<file path="config.mk">
export PLATFORM = sky130hd
export DESIGN_NAME = jtag_tap_ctrl_flat
export DESIGN_NICKNAME = d
export VERILOG_FILES = /design/src/rtl/jtag_pkg.sv /design/src/rtl/jtag_tap_if.sv /design/src/rtl/jtag_tap_fsm.sv /design/src/rtl/jtag_tap_ctrl.sv /design/src/flat_wrapper.sv
export SDC_FILE = /design/constraint.sdc
export NUM_CORES = 1
export LEC_CHECK = 0
export BUFFER_PORTS_ARGS = -buffer_cell sky130_fd_sc_hd__buf_2
export CORE_MARGIN = 1
export CORE_UTILIZATION = 40
export CTS_BUF_LIST = sky130_fd_sc_hd__clkbuf_8
export CTS_CLUSTER_SIZE = 30
export DETAILED_ROUTE_END_ITERATION = 8
export GPL_ROUTABILITY_DRIVEN = 0
export SLEW_MARGIN = 10
export SYNTH_ARGS = -nofsm -noshare
export SYNTH_HDL_FRONTEND = slang
export SYNTH_HIERARCHICAL = 1
export SYNTH_SLANG_ARGS = --single-unit
</file>
<file path="constraint.sdc">
create_clock -name TCLK -period 1.6 [get_ports TCLK]
set_input_delay 0.08 -clock TCLK [delete_from_list [all_inputs] [get_ports TCLK]]
set_output_delay 0.08 -clock TCLK [all_outputs]
set_load 0.02 [all_outputs]
</file>
<file path="src/rtl/jtag_pkg.sv">
// Shared types and constants for the s9234 boundary-scan TAP controller.
package jtag_pkg;

    localparam int IR_WIDTH = 2;

    localparam logic [IR_WIDTH-1:0] IR_CAPTURE = 2'b01;
    localparam logic [IR_WIDTH-1:0] IR_RESET   = 2'b11;

    localparam logic [IR_WIDTH-1:0] INST_EXTEST = 2'b00;
    localparam logic [IR_WIDTH-1:0] INST_SAMPLE = 2'b01;
    localparam logic [IR_WIDTH-1:0] INST_INTEST = 2'b10;
    localparam logic [IR_WIDTH-1:0] INST_BYPASS = 2'b11;

    typedef enum logic [3:0] {
        ST_TLR      = 4'hF,
        ST_RTI      = 4'hC,
        ST_SEL_DR   = 4'h7,
        ST_CAP_DR   = 4'h6,
        ST_SH_DR    = 4'h2,
        ST_EX1_DR   = 4'h1,
        ST_PAUSE_DR = 4'h3,
        ST_EX2_DR   = 4'h0,
        ST_UPD_DR   = 4'h5,
        ST_SEL_IR   = 4'h4,
        ST_CAP_IR   = 4'hE,
        ST_SH_IR    = 4'hA,
        ST_EX1_IR   = 4'h9,
        ST_PAUSE_IR = 4'hB,
        ST_EX2_IR   = 4'h8,
        ST_UPD_IR   = 4'hD
    } tap_state_t;

    // BSR cells drive the core/pins only for EXTEST and INTEST.
    function automatic logic is_drive_mode(input logic [IR_WIDTH-1:0] inst);
        return (inst == INST_EXTEST) || (inst == INST_INTEST);
    endfunction

endpackage

</file>
<file path="src/rtl/jtag_tap_if.sv">
// Serial scan and BSR-control signals between the scan driver and the TAP.
interface jtag_tap_if;
    import jtag_pkg::*;

    logic                TMS;
    logic                TDI;
    logic                bsr_tdo;
    logic                TDO;
    logic                tdo_en;
    logic [IR_WIDTH-1:0] inst;
    logic [3:0]          tap_state;
    logic                bsr_capture;
    logic                bsr_shift;
    logic                bsr_update;
    logic                bsr_mode;

    modport slave (
        input  TMS, TDI, bsr_tdo,
        output TDO, tdo_en, inst, tap_state,
        output bsr_capture, bsr_shift, bsr_update, bsr_mode
    );

    modport master (
        output TMS, TDI, bsr_tdo,
        input  TDO, tdo_en, inst, tap_state,
        input  bsr_capture, bsr_shift, bsr_update, bsr_mode
    );

endinterface

</file>
<file path="src/rtl/jtag_tap_fsm.sv">
// 16-state TAP state machine: state register plus next-state decode.
module jtag_tap_fsm
    import jtag_pkg::*;
(
    input  logic       i_tclk,
    input  logic       i_trst_n,
    input  logic       i_tms,
    output tap_state_t o_state,
    output tap_state_t o_next_state
);

    tap_state_t r_state;
    tap_state_t w_next;

    always_ff @(posedge i_tclk or negedge i_trst_n) begin
        if (!i_trst_n) r_state <= ST_TLR;
        else           r_state <= w_next;
    end

    always_comb begin
        w_next = ST_TLR;
        case (r_state)
            ST_TLR:      w_next = i_tms ? ST_TLR      : ST_RTI;
            ST_RTI:      w_next = i_tms ? ST_SEL_DR   : ST_RTI;
            ST_SEL_DR:   w_next = i_tms ? ST_SEL_IR   : ST_CAP_DR;
            ST_CAP_DR:   w_next = i_tms ? ST_EX1_DR   : ST_SH_DR;
            ST_SH_DR:    w_next = i_tms ? ST_EX1_DR   : ST_SH_DR;
            ST_EX1_DR:   w_next = i_tms ? ST_UPD_DR   : ST_PAUSE_DR;
            ST_PAUSE_DR: w_next = i_tms ? ST_EX2_DR   : ST_PAUSE_DR;
            ST_EX2_DR:   w_next = i_tms ? ST_UPD_DR   : ST_SH_DR;
            ST_UPD_DR:   w_next = i_tms ? ST_SEL_DR   : ST_RTI;
            ST_SEL_IR:   w_next = i_tms ? ST_TLR      : ST_CAP_IR;
            ST_CAP_IR:   w_next = i_tms ? ST_EX1_IR   : ST_SH_IR;
            ST_SH_IR:    w_next = i_tms ? ST_EX1_IR   : ST_SH_IR;
            ST_EX1_IR:   w_next = i_tms ? ST_UPD_IR   : ST_PAUSE_IR;
            ST_PAUSE_IR: w_next = i_tms ? ST_EX2_IR   : ST_PAUSE_IR;
            ST_EX2_IR:   w_next = i_tms ? ST_UPD_IR   : ST_SH_IR;
            ST_UPD_IR:   w_next = i_tms ? ST_SEL_DR   : ST_RTI;
            default:     w_next = ST_TLR;
        endcase
    end

    assign o_state      = r_state;
    assign o_next_state = w_next;

endmodule

</file>
<file path="src/rtl/jtag_tap_ctrl.sv">
// TAP controller top: instruction/bypass registers, BSR control decode and
// the falling-edge TDO mux around the TAP state machine.
module jtag_tap_ctrl
    import jtag_pkg::*;
(
    input  logic        TCLK,
    input  logic        TRST,
    jtag_tap_if.slave   bus
);

    tap_state_t          w_state;
    tap_state_t          w_next_state;
    logic [IR_WIDTH-1:0] r_ir_shift;
    logic [IR_WIDTH-1:0] r_inst;
    logic                r_bypass;
    logic                r_tdo;
    logic                r_tdo_en;
    logic                w_is_bypass;
    logic                w_tdo_src;
    logic                w_tdo_valid;

    jtag_tap_fsm u_fsm (
        .i_tclk       (TCLK),
        .i_trst_n     (TRST),
        .i_tms        (bus.TMS),
        .o_state      (w_state),
        .o_next_state (w_next_state)
    );

    assign w_is_bypass = (r_inst == INST_BYPASS);

    always_ff @(posedge TCLK or negedge TRST) begin
        if (!TRST) begin
            r_ir_shift <= IR_CAPTURE;
            r_inst     <= IR_RESET;
            r_bypass   <= 1'b0;
        end else begin
            if (w_state == ST_CAP_IR)
                r_ir_shift <= IR_CAPTURE;
            else if (w_state == ST_SH_IR)
                r_ir_shift <= {bus.TDI, r_ir_shift[IR_WIDTH-1:1]};

            // Forcing on entry keeps inst at BYPASS for every cycle spent in TLR.
            if (w_next_state == ST_TLR)
                r_inst <= IR_RESET;
            else if (w_state == ST_UPD_IR)
                r_inst <= r_ir_shift;

            if (w_state == ST_CAP_DR)
                r_bypass <= 1'b0;
            else if ((w_state == ST_SH_DR) && w_is_bypass)
                r_bypass <= bus.TDI;
        end
    end

    always_comb begin
        w_tdo_src   = 1'b0;
        w_tdo_valid = 1'b0;
        case (w_state)
            ST_SH_IR: begin
                w_tdo_src   = r_ir_shift[0];
                w_tdo_valid = 1'b1;
            end
            ST_SH_DR: begin
                w_tdo_src   = w_is_bypass ? r_bypass : bus.bsr_tdo;
                w_tdo_valid = 1'b1;
            end
            default: begin
                w_tdo_src   = 1'b0;
                w_tdo_valid = 1'b0;
            end
        endcase
    end

    // TDO launches on the falling edge so the driver can sample it on the next rise.
    always_ff @(negedge TCLK or negedge TRST) begin
        if (!TRST) begin
            r_tdo    <= 1'b0;
            r_tdo_en <= 1'b0;
        end else begin
            r_tdo    <= w_tdo_src;
            r_tdo_en <= w_tdo_valid;
        end
    end

    assign bus.TDO         = r_tdo;
    assign bus.tdo_en      = r_tdo_en;
    assign bus.inst        = r_inst;
    assign bus.tap_state   = w_state;
    assign bus.bsr_capture = (w_state == ST_CAP_DR) && !w_is_bypass;
    assign bus.bsr_shift   = (w_state == ST_SH_DR)  && !w_is_bypass;
    assign bus.bsr_update  = (w_state == ST_UPD_DR) && !w_is_bypass;
    assign bus.bsr_mode    = is_drive_mode(r_inst);

endmodule

</file>
<file path="src/flat_wrapper.sv">
// flat-port wrapper written by rule: the top's interface ports become plain ports
module jtag_tap_ctrl_flat import jtag_pkg::*;
  (TCLK, TRST, bus_TMS, bus_TDI, bus_bsr_tdo, bus_TDO, bus_tdo_en, bus_inst, bus_tap_state, bus_bsr_capture, bus_bsr_shift, bus_bsr_update, bus_bsr_mode);
  jtag_tap_if bus_i ();
  input  logic TCLK;
  input  logic TRST;
  input wire logic [$bits(bus_i.TMS)-1:0] bus_TMS;
  input wire logic [$bits(bus_i.TDI)-1:0] bus_TDI;
  input wire logic [$bits(bus_i.bsr_tdo)-1:0] bus_bsr_tdo;
  output wire logic [$bits(bus_i.TDO)-1:0] bus_TDO;
  output wire logic [$bits(bus_i.tdo_en)-1:0] bus_tdo_en;
  output wire logic [$bits(bus_i.inst)-1:0] bus_inst;
  output wire logic [$bits(bus_i.tap_state)-1:0] bus_tap_state;
  output wire logic [$bits(bus_i.bsr_capture)-1:0] bus_bsr_capture;
  output wire logic [$bits(bus_i.bsr_shift)-1:0] bus_bsr_shift;
  output wire logic [$bits(bus_i.bsr_update)-1:0] bus_bsr_update;
  output wire logic [$bits(bus_i.bsr_mode)-1:0] bus_bsr_mode;
  assign bus_i.TMS = bus_TMS;
  assign bus_i.TDI = bus_TDI;
  assign bus_i.bsr_tdo = bus_bsr_tdo;
  assign bus_TDO = bus_i.TDO;
  assign bus_tdo_en = bus_i.tdo_en;
  assign bus_inst = bus_i.inst;
  assign bus_tap_state = bus_i.tap_state;
  assign bus_bsr_capture = bus_i.bsr_capture;
  assign bus_bsr_shift = bus_i.bsr_shift;
  assign bus_bsr_update = bus_i.bsr_update;
  assign bus_bsr_mode = bus_i.bsr_mode;
  jtag_tap_ctrl u_core (.TCLK(TCLK), .TRST(TRST), .bus(bus_i));
endmodule
</file>
### After elaboration in Yosys (flattened, before gate mapping)

Index checks and enable logic that the tools add are counted.

| operators by class | value |
|---|---|
| add/sub/neg operators | 0 |
| $mul | 0 |
| divide/modulo/power cells | 0 |
| magnitude comparators | 0 |
| equality and inequality tests | 18 |
| shifts and indexed selects | 0 |
| mux-type cells | 22 |
| bitwise logic cells | 0 |
| reductions and logical operators | 15 |

Operators with widths:

| cell | number |
|---|---|
| case mux 4 bit (12 select lines) | 1 |
| == test 4 bit (second input constant) | 9 |
| 2-to-1 mux 2 bit | 10 |
| == test 4 x 3 -> 1 bit (second input constant) | 4 |
| 2-to-1 mux 3 bit | 4 |
| == test 4 x 2 -> 1 bit (second input constant) | 2 |
| nonzero test 2 bit | 3 |
| OR reduction 2 bit | 3 |
| 2-to-1 mux 1 bit | 5 |
| == test 2 bit (second input constant) | 2 |
| == test 4 x 1 -> 1 bit (second input constant) | 1 |
| logical AND 1 bit | 4 |
| zero test 4 bit | 1 |
| 2-to-1 mux 4 bit | 1 |
| OR reduction 3 bit | 1 |
| zero test 2 bit | 1 |
| case mux 1 bit (2 select lines) | 1 |
| zero test 1 bit | 1 |
| logical OR 1 bit | 1 |

| storage, ports and cells | value |
|---|---|
| flip-flop bits (word level) | 11 |
| latch bits | 0 |
| memory bits (writable) | 0 |
| memory bits (read-only) | 0 |
| bits of input ports | 5 |
| output and inout port bits | 12 |
| logic and storage cells | 61 |
| memories | 0 |

### Logic depth before layout (Yosys ltp)

Gate-level depths: netlist (run 1).

| depth | value |
|---|---|
| depth in word-level cells | 5 |
| depth in mapped cells | 5 |
| depth with buffers taken out | 5 |

### Cells and area by module

Netlist (run 1), hierarchy kept.

By module, submodules not included:

| module | times used | cells each | area each (um2) | sequential area each (um2) |
|---|---|---|---|---|
| jtag_tap_ctrl | 1 | 36 | 357.8 | 178.9 |
| jtag_tap_fsm | 1 | 19 | 197.7 | 105.1 |

==> impl_metrics.yaml, run 1 <==
power:
  power_density_nw_per_um2: 2250
  irDropWorstVdd_uv: 1280
  p_leak_nw: 0.412
setup_path:
  timing.rr.end: "u_core/bus.TDO$_DFF_NN0_"
  crit_type: "flop to flop"
  cp.arrival_ns: 1.10
  start_kind: "flop"
  end_kind: "flop"
  r2r_cells: 3
  required_ns: 0.89
  setup.worst_path.start: "u_core/bus.inst[1]$_DFFE_PN1P_"
  worstPathMaxFanout: 3
  cp_slowest_stage_delay_ns: 0.54
  reg2reg_slack_ns: -0.21
  r2r-start: "u_core/bus.inst[1]$_DFFE_PN1P_"
  cp_slowest_cell: "dfstp_2"
  crit_path_cell_trace: "nand2_2 > a211oi_2 > a2111oi_2"
die:
  row_count: 13
  fp.dieW_um: 39.3
  die_y_um: 39.3
  core_um2: 1300
  ioPinCount: 17
  initial_utilization: 0.427
  die_area_um2: 1540
synth:
  synthDistinctLibCells: 27
  synth_top_area_share: 0.331
  syn_nets: 60
  ys_warn_count: 6
  synth_seq_cells: 11
  synthTopCellsByArea: "dfstp_2 33%, dfrtn_1 9.0%, dfrtp_1 9.0%"
  synth.cell_area_um2: 556
  synth_cells: 55
  yosysTopAreaCell: "dfstp_2"
  yosysSeqAreaShare: 0.511
  syn_avg_cell_area_um2: 10.1
clock_tree:
  cts_buffers: 3
  worstSkewPairLatency_ns: 0.25
  root_buffer: "clkbuf_8"
  cts_sinks: 11
  htreeDepth: 1
  cts_max_path_buffers: 2
  cts.clk_slew.worst_paths_ns: 0.05
  cts_tree: "yes"
grt:
  grt_max_degree: 12
  overflow: 0
  grt_pass1_vias: 468
  grt_usage: 0.199
  antenna_found_initial: 0
  grt_pass1_wl_mm: 2.02
routing:
  routedWlPerCell_um: 13.0
  drtIter0Drc: 7
  drt_wl_total_mm: 1.36
  vias_per_cell: 5.09
  drc_errors: 0
  firstDrtPassIters: 4
  ant_nets: 0
  vias: 529
run:
  maxCapViolations: 0
timing:
  timing.final.ws_setup_ns: -0.205
  report.final.slew_viol_count: 0
  rsz0062_at_grt: "true"
  hold_slack_ns: 0.118
  fin_setup_tns_ns: -0.335
  worstMarginPinSlew_ns: 0.312
  clock_skew_ns: 0.0204
  setup_viol: 4
  max-slew-margin-rel: 0.789
  finalHoldViolations: 0
outcome:
  violations: "setup timing"
  status: "complete, but fails checks"
placement:
  portBuffers: 16
  place_hpwl_um: 928
worst_hold_path:
  holdPathEnd: "u_core/r_ir_shift[1]$_DFFE_PN0P_"
  worstHoldStart: "bus_TDI"
  holdPathStages: 3
  worst_hold_path_type: "primary input to flop"
final_layout:
  multi_input_area_um2: 285
  nNetsFinal: 95
  area_growth_pct: 52.0
  regArea_um2: 284
  nFillCells: 109
  drive_gt1_frac: 0.517
  antenna-diode-count: 0
==> cells by family after synthesis <==
| kind of cell | Yosys count | share of synthesized area |
|---|---|---|
| multiplexers | 2 | 0.0360 |
| buffers and inverters | 2 | 0.0135 |
| AO/OA/AOI/OAI | 14 | 0.173 |
| AND/OR/NAND/NOR | 26 | 0.266 |
| flip-flops | 11 | 0.511 |
==> cells in the mapped netlist <==
library cell	number
nor3_1	1
o21ai_0	3
a21boi_0	1
a211oi_1	1
nand2_1	8
nand2b_1	2
dfrtn_1	2
and2_1	1
nor3b_1	1
nand4_1	2
nand3b_1	2
and3_1	1
nand3_1	1
inv_1	2
a21oi_1	2
mux2i_1	2
nor4bb_1	1
nor2b_4	1
a2111oi_2	1
o21a_1	1
nand4b_1	1
dfrtp_1	2
a22o_1	1
dfstp_2	7
o211ai_1	2
nor2_1	4
o21ai_1	2
==> layer usage <==
metal / GRT usage / up-vias / part of all wire
li1: - / 271 / -
met1: 0.258 / 246 / 0.46
met2: 0.325 / 12 / 0.52
met3: 0.0170 / 0 / 0.025
met4: 0.103 / 0 / 0
met5: 0 / - / 0
==> layout by cell type (no fill, tap or decap), drive strengths merged, types with 2 or more instances in the layout <==
cell    netlist  routed
a21oi         2       2
buf           0      29
clkbuf        0       3
dfrtn         2       2
dfrtp         2       2
dfstp         7       7
inv           2       3
mux2i         2       2
nand2         8       8
nand2b        2       2
nand3b        2       2
nand4         2       2
nor2          4       4
o211ai        2       2
o21ai         5       5
==> cell type report <==
type                    instances  area share
multi-input cells              42       0.338
repair buffers                 30       0.241
inverters                       2     0.00889
well taps                      15      0.0222
clock inverters                 1     0.00444
clock buffers                   3      0.0489
flip-flops and latches         11       0.336
==> flip-flops by register name (all words and copies together) (netlist names) <==
name / count
u_core/u_fsm/o_state: 4
u_core/bus.inst: 2
u_core/r_ir_shift: 2
u_core/bus.TDO: 1
u_core/bus.tdo_en: 1
u_core/r_bypass: 1
==> how the worst max path moves through the flow <==
stage                               end  slack [ns]  cells after the start
2_1_floorplan  u_core/bus.TDO$_DFF_NN0_       -0.33                      3
3_3_place_gp   u_core/bus.TDO$_DFF_NN0_       -0.22                      3
3_5_place_dp   u_core/bus.TDO$_DFF_NN0_       -0.26                      3
4_1_cts        u_core/bus.TDO$_DFF_NN0_       -0.22                      3
5_1_grt        u_core/bus.TDO$_DFF_NN0_       -0.24                      3
6_report       u_core/bus.TDO$_DFF_NN0_       -0.21                      3
==> where the power goes <==
group	total, mW	internal, mW	switching, mW
clock	0.268	0.168	0.0999
sequential	0.556	0.458	0.0983
combinational	1.08	0.509	0.569
==> worst max-delay path: cells and delay by family (launching register included) <==
kind	cells	cell delay (ns)
compound gates	2	0.26
flops	1	0.54
simple gates	1	0.07
==> through the flow <==
| step | cell area [µm²] | setup slack, ns | cells | util | total power, mW |
|---|---|---|---|---|---|
| global placement | 739 | -0.223 | 95 | 0.568 | 1.49 |
| floorplan | 573 | -0.326 | 55 | - | 1.14 |
| finish | 845 | -0.205 | 104 | 0.649 | 1.90 |
| global route | 845 | -0.240 | 104 | 0.649 | 2.04 |
| CTS | 807 | -0.221 | 100 | 0.620 | 1.81 |
| detailed placement | 739 | -0.257 | 95 | 0.568 | 1.51 |
==> what timing repair did <==
| item | CTS | global route |
|---|---|---|
| hold endpoints to repair | 9 | 0 |
| setup endpoints to repair | 4 | 7 |
| setup buffers | 0 | 4 |
| resized for setup | 4 | 3 |
| pin swaps | 1 | 3 |
| hold buffers | 1 | 0 |
Power figures use the tool's default switching activity.
==> run 2, diff against run 1 <==
- CTS_CLUSTER_SIZE: 30 -> 40
- clock period: 1.6 -> 2.31 ns (I/O delays scaled with it)
==> impl_metrics.yaml, run 2 (synthesis results as in run 1) <==
power:
  power.total_mw: 1.15
  swShare: 0.420
  seq_power_share: 0.333
  combPwrFrac: 0.508
  p_sw_mw: 0.482
  power_density_nw_per_um2: 1530
  power.share.clock: 0.159
  irDropWorstVdd_uv: 740
  p_leak_nw: 0.361
  internal_power_mw: 0.664
setup_path:
  required_ns: 1.24
  cp_slowest_cell: "dfstp_2"
  crit_path_cell_trace: "nand2_2 > a211oi_2 > a2111oi_2"
  crit_buf_inv: 0
  crit_cells: 3
  crit_type: "flop to flop"
  r2r-start: "u_core/bus.inst[0]$_DFFE_PN1P_"
  setup.worst_path.start: "u_core/bus.inst[0]$_DFFE_PN1P_"
  worstPathMaxFanout: 6
  r2r_cells: 3
  cp_slowest_stage_delay_ns: 0.57
  cp.arrival_ns: 1.18
  cp_top_family: "flip-flops"
  reg2reg_slack_ns: 0.06
  end_kind: "flop"
  start_kind: "flop"
outcome:
  violations: "DRC"
  status: "complete, but fails checks"
die:
  die_area_um2: 1540
  die_y_um: 39.3
  ioPinCount: 17
  row_count: 13
  initial_utilization: 0.427
  core_um2: 1300
  fp.dieW_um: 39.3
timing:
  finalHoldViolations: 0
  rsz0062_at_grt: "true"
  max-slew-margin-rel: 0.776
  report.final.slew_viol_count: 0
  worstMarginPinSlew_ns: 0.331
  clock_skew_ns: 0.0213
  setup_viol: 0
  hold_slack_ns: 0.136
final_layout:
  antenna-diode-count: 0
  largest_register_ffs: 4
  finalCoreUtilization: 0.574
  area_growth_pct: 34.5
  nNetsFinal: 86
  drive_gt1_frac: 0.425
  layout_common_cells: "16 x buf_2, 7 x nand2_1, 7 x dfstp_2"
  layout_commonest_cell: "buf_2"
clock_tree:
  root_buffer: "clkbuf_8"
  cts_buffers: 3
  cts.clk_slew.worst_paths_ns: 0.05
  cts_tree: "yes"
  htreeDepth: 1
  cts_sinks: 11
  cts_resized: 0
  cts_max_path_buffers: 2
  worstSkewPairLatency_ns: 0.25
grt:
  antenna_found_initial: 0
  grt_usage: 0.205
  grt_pass1_vias: 464
  grt_max_degree: 12
  overflow: 0
  grt_pass1_wl_mm: 2.08
  use_met3: 0.0341
  grt_use_met1: 0.261
  met2_usage: 0.342
  busiest_layer: "met2"
routing:
  drc_errors: 1
  ant_nets: 0
  drtIter0Drc: 10
  vias_per_cell: 5.24
  routedWlPerCell_um: 12.7
  firstDrtPassIters: 6
  vias: 498
  drt_wl_total_mm: 1.21
placement:
  place_hpwl_um: 901
  portBuffers: 16
worst_hold_path:
  worst_hold_path_type: "primary input to flop"
  holdPathStages: 3
  worstHoldStart: "bus_TDI"
run:
  maxCapViolations: 0
-- run 2: cell count changes in the layout (fill, tap and decap cells not counted), sizes merged --
cell  change
buf       -9
-- run 2: worst register-to-register path: stages (launching register included) --
cell and delay [ns]:
dfstp_2 0.57, nand2_2 0.08, a211oi_2 0.23, a2111oi_2 0.06
-- run 2: power by group through the flow --
stage	combinational, mW	sequential, mW	clock (mW)
after CTS	0.587	0.382	0.186
after global placement	0.578	0.381	0
after global routing	0.653	0.396	0.195
after floorplan	0.263	0.509	0
after detailed placement	0.583	0.385	0
final	0.583	0.382	0.182
-- run 2: cell type report --
class,instances,area (µm²)
multi-input cells,42,272
fillers,118,554
repair buffers,21,120
clock inverters,1,3.75
well taps,15,18.8
inverters,2,7.51
flip-flops and latches,11,284
clock buffers,3,41.3
-- run 2: per-layer routing --
metal	vias up	part of all wire	wire length, µm
li1	252	-	-
met1	228	0.48	577
met2	18	0.47	569
met3	0	0.050	61
met4	0	0	0
met5	-	0	0
-- run 2: final timing paths --
path | endpoint
worst max-delay path | u_core/bus.TDO$_DFF_NN0_
worst min-delay path | u_core/r_ir_shift[1]$_DFFE_PN0P_
worst max register to register | u_core/bus.TDO$_DFF_NN0_
worst min register to register | u_core/r_ir_shift[1]$_DFFE_PN0P_
max in group asynchronous | u_core/bus.TDO$_DFF_NN0_
min in group asynchronous | u_core/r_bypass$_DFFE_PN0P_
-- run 2: what timing repair did --
action | 4_1_cts | 5_1_grt
hold buffers | 1 | 0
buffers inserted | 0 | 0
setup endpoints to repair | 0 | 1
endpoints found under the hold margin | 9 | 0
-- run 2: stage by stage --
| stage | setup TNS, ns | cell area, µm² | setup slack [ns] | cells |
|---|---|---|---|---|
| 2_1_floorplan | 0 | 563 | 0.0245 | 55 |
| 3_3_place_gp | 0 | 692 | 0.0898 | 90 |
| 3_5_place_dp | 0 | 692 | 0.00885 | 90 |
| 4_1_cts | 0 | 747 | 0.0278 | 95 |
| 5_1_grt | -0.00353 | 747 | -0.00353 | 95 |
| 6_report | 0 | 747 | 0.0647 | 95 |
==> run 3, diff against run 2 <==
- CORE_AREA: not set -> 2 2 39 41
- CORE_MARGIN: 1 -> not set
- CORE_UTILIZATION: 40 -> not set
- DIE_AREA: not set -> 0 0 41 43
- PLACE_DENSITY_LB_ADDON: not set -> 0.25
- RECOVER_POWER: not set -> 50
==> impl_metrics.yaml, run 3 (synthesis results as in run 1) <==
power:
  p_sw_mw: 0.474
  swShare: 0.426
  p_leak_nw: 0.344
  internal_power_mw: 0.639
  power.share.clock: 0.164
  power_density_nw_per_um2: 1520
  irDropWorstVdd_uv: 737
  combPwrFrac: 0.494
  power.total_mw: 1.11
  seq_power_share: 0.342
final_layout:
  stdcell_area_um2: 733
  largest_register_ffs: 4
  drive_gt1_frac: 0.350
  regArea_um2: 284
  final_cells: 96
  layout_commonest_cell: "buf_2"
  nFillCells: 135
  multi_input_area_um2: 264
  antenna-diode-count: 0
  finalCoreUtilization: 0.530
  nNetsFinal: 86
  layout_common_cells: "13 x buf_2, 7 x nand2_1, 6 x dfstp_2"
  area_growth_pct: 32.0
die:
  die_area_um2: 1760
  initial_utilization: 0.401
  fp.dieW_um: 41
  die_y_um: 43
  core_um2: 1380
  ioPinCount: 17
  row_count: 14
timing:
  setup_viol: 0
  rsz0062_at_grt: "false"
  worstMarginPinSlew_ns: 0.572
  fin_setup_tns_ns: 0
  finalHoldViolations: 0
  max-slew-margin-rel: 0.619
  report.final.slew_viol_count: 0
  clock_skew_ns: 0.0205
setup_path:
  crit_type: "flop to flop"
  cp_slowest_stage_delay_ns: 0.57
  start_kind: "flop"
  cp_slowest_cell: "dfstp_2"
  end_kind: "flop"
  worstPathMaxFanout: 6
  crit_path_cell_trace: "and3_1 > a211oi_2 > a2111oi_2"
  cp.arrival_ns: 1.32
  required_ns: 1.38
clock_tree:
  cts.clk_slew.worst_paths_ns: 0.05
  htreeDepth: 1
  worstSkewPairLatency_ns: 0.25
  root_buffer: "clkbuf_8"
  cts_buffers: 3
  cts_max_path_buffers: 2
  cts_resized: 0
  cts_tree: "yes"
  cts_sinks: 11
routing:
  drt_wl_total_mm: 1.21
  routedWlPerCell_um: 12.6
  drc_errors: 0
  drtIter0Drc: 9
  ant_nets: 0
  vias: 511
  firstDrtPassIters: 4
  vias_per_cell: 5.32
outcome:
  status: "completed"
placement:
  portBuffers: 16
  place_hpwl_um: 900
  placedInstanceArea_um2: 693
  place_inst: 91
run:
  maxCapViolations: 0
grt:
  grt_max_degree: 12
  overflow: 0
  grt_pass1_wl_mm: 1.97
  grt_usage: 0.171
  antenna_found_initial: 0
  grt_pass1_vias: 463
worst_hold_path:
  worst_hold_path_type: "primary input to flop"
[run 3: cell count changes in the layout (fill, tap and decap cells not counted)]
| cell | previous run | this run |
|---|---|---|
| nor2b_1 | 0 | 1 |
| buf_2 | 16 | 13 |
| dfstp_2 | 7 | 6 |
| dfstp_1 | 0 | 1 |
| nor2b_4 | 1 | 0 |
| buf_4 | 4 | 3 |
| clkbuf_1 | 0 | 4 |
[run 3: layout make-up]
type / count / area share
inverter: 2 / 0.0102
sequential: 11 / 0.387
clock buffer: 3 / 0.0563
timing repair buffer: 21 / 0.154
clock inverter: 1 / 0.00512
multi-input combinational: 42 / 0.360
tap: 16 / 0.0273
[run 3: path summary, 6_finish.rpt]
| path | startpoint | end | slack (ns) | depth (start not counted) |
|---|---|---|---|---|
| max reg2reg | u_core/bus.inst[0]$_DFFE_PN1P_ | u_core/bus.TDO$_DFF_NN0_ | 0.06 | 3 |
| min | bus_TDI | u_core/r_ir_shift[1]$_DFFE_PN0P_ | 0.14 | 3 |
| min in group asynchronous | TRST | u_core/r_bypass$_DFFE_PN0P_ | 0.39 | 2 |
| max | u_core/bus.inst[0]$_DFFE_PN1P_ | u_core/bus.TDO$_DFF_NN0_ | 0.06 | 3 |
| min reg2reg | u_core/r_ir_shift[1]$_DFFE_PN0P_ | u_core/r_ir_shift[1]$_DFFE_PN0P_ | 0.53 | 2 |
| max in group asynchronous | TRST | u_core/bus.TDO$_DFF_NN0_ | 0.50 | 2 |
[run 3: layer usage]
layer	vias up	share of wire	wire length, µm	GRT usage
met5	-	0	0	0
met1	246	0.43	514	0.210
li1	250	-	-	-
met3	2	0.045	54	0.0471
met2	13	0.51	620	0.256
met4	0	0.016	19	0.100
[run 3: critical path, delay by kind of cell, from the launching register on]
kind,cells,cell delay [ns]
AO/OA/AOI/OAI,2,0.34
AND/OR/NAND/NOR,1,0.18
flip-flops,1,0.57
[run 3: stage by stage]
step	hold WS [ns]	setup WS (ns)
after floorplan	-0.180	0.0245
after global placement	-0.00642	0.0917
after detailed placement	-0.00404	0.0163
after CTS	0.140	0.0337
after global routing	0.156	0.00653
final	0.142	0.0616
[run 3: what timing repair did]
action,in CTS,in global routing
hold buffers,1,0
buffers inserted,0,0
hold endpoints to repair,9,0
[run 3: power by group through the flow]
stage,registers (mW),clock network [mW],logic [mW]
3_5_place_dp,0.387,0,0.578
4_1_cts,0.384,0.189,0.583
6_report,0.381,0.183,0.550
2_1_floorplan,0.509,0,0.263
3_3_place_gp,0.381,0,0.572
5_1_grt,0.396,0.205,0.607
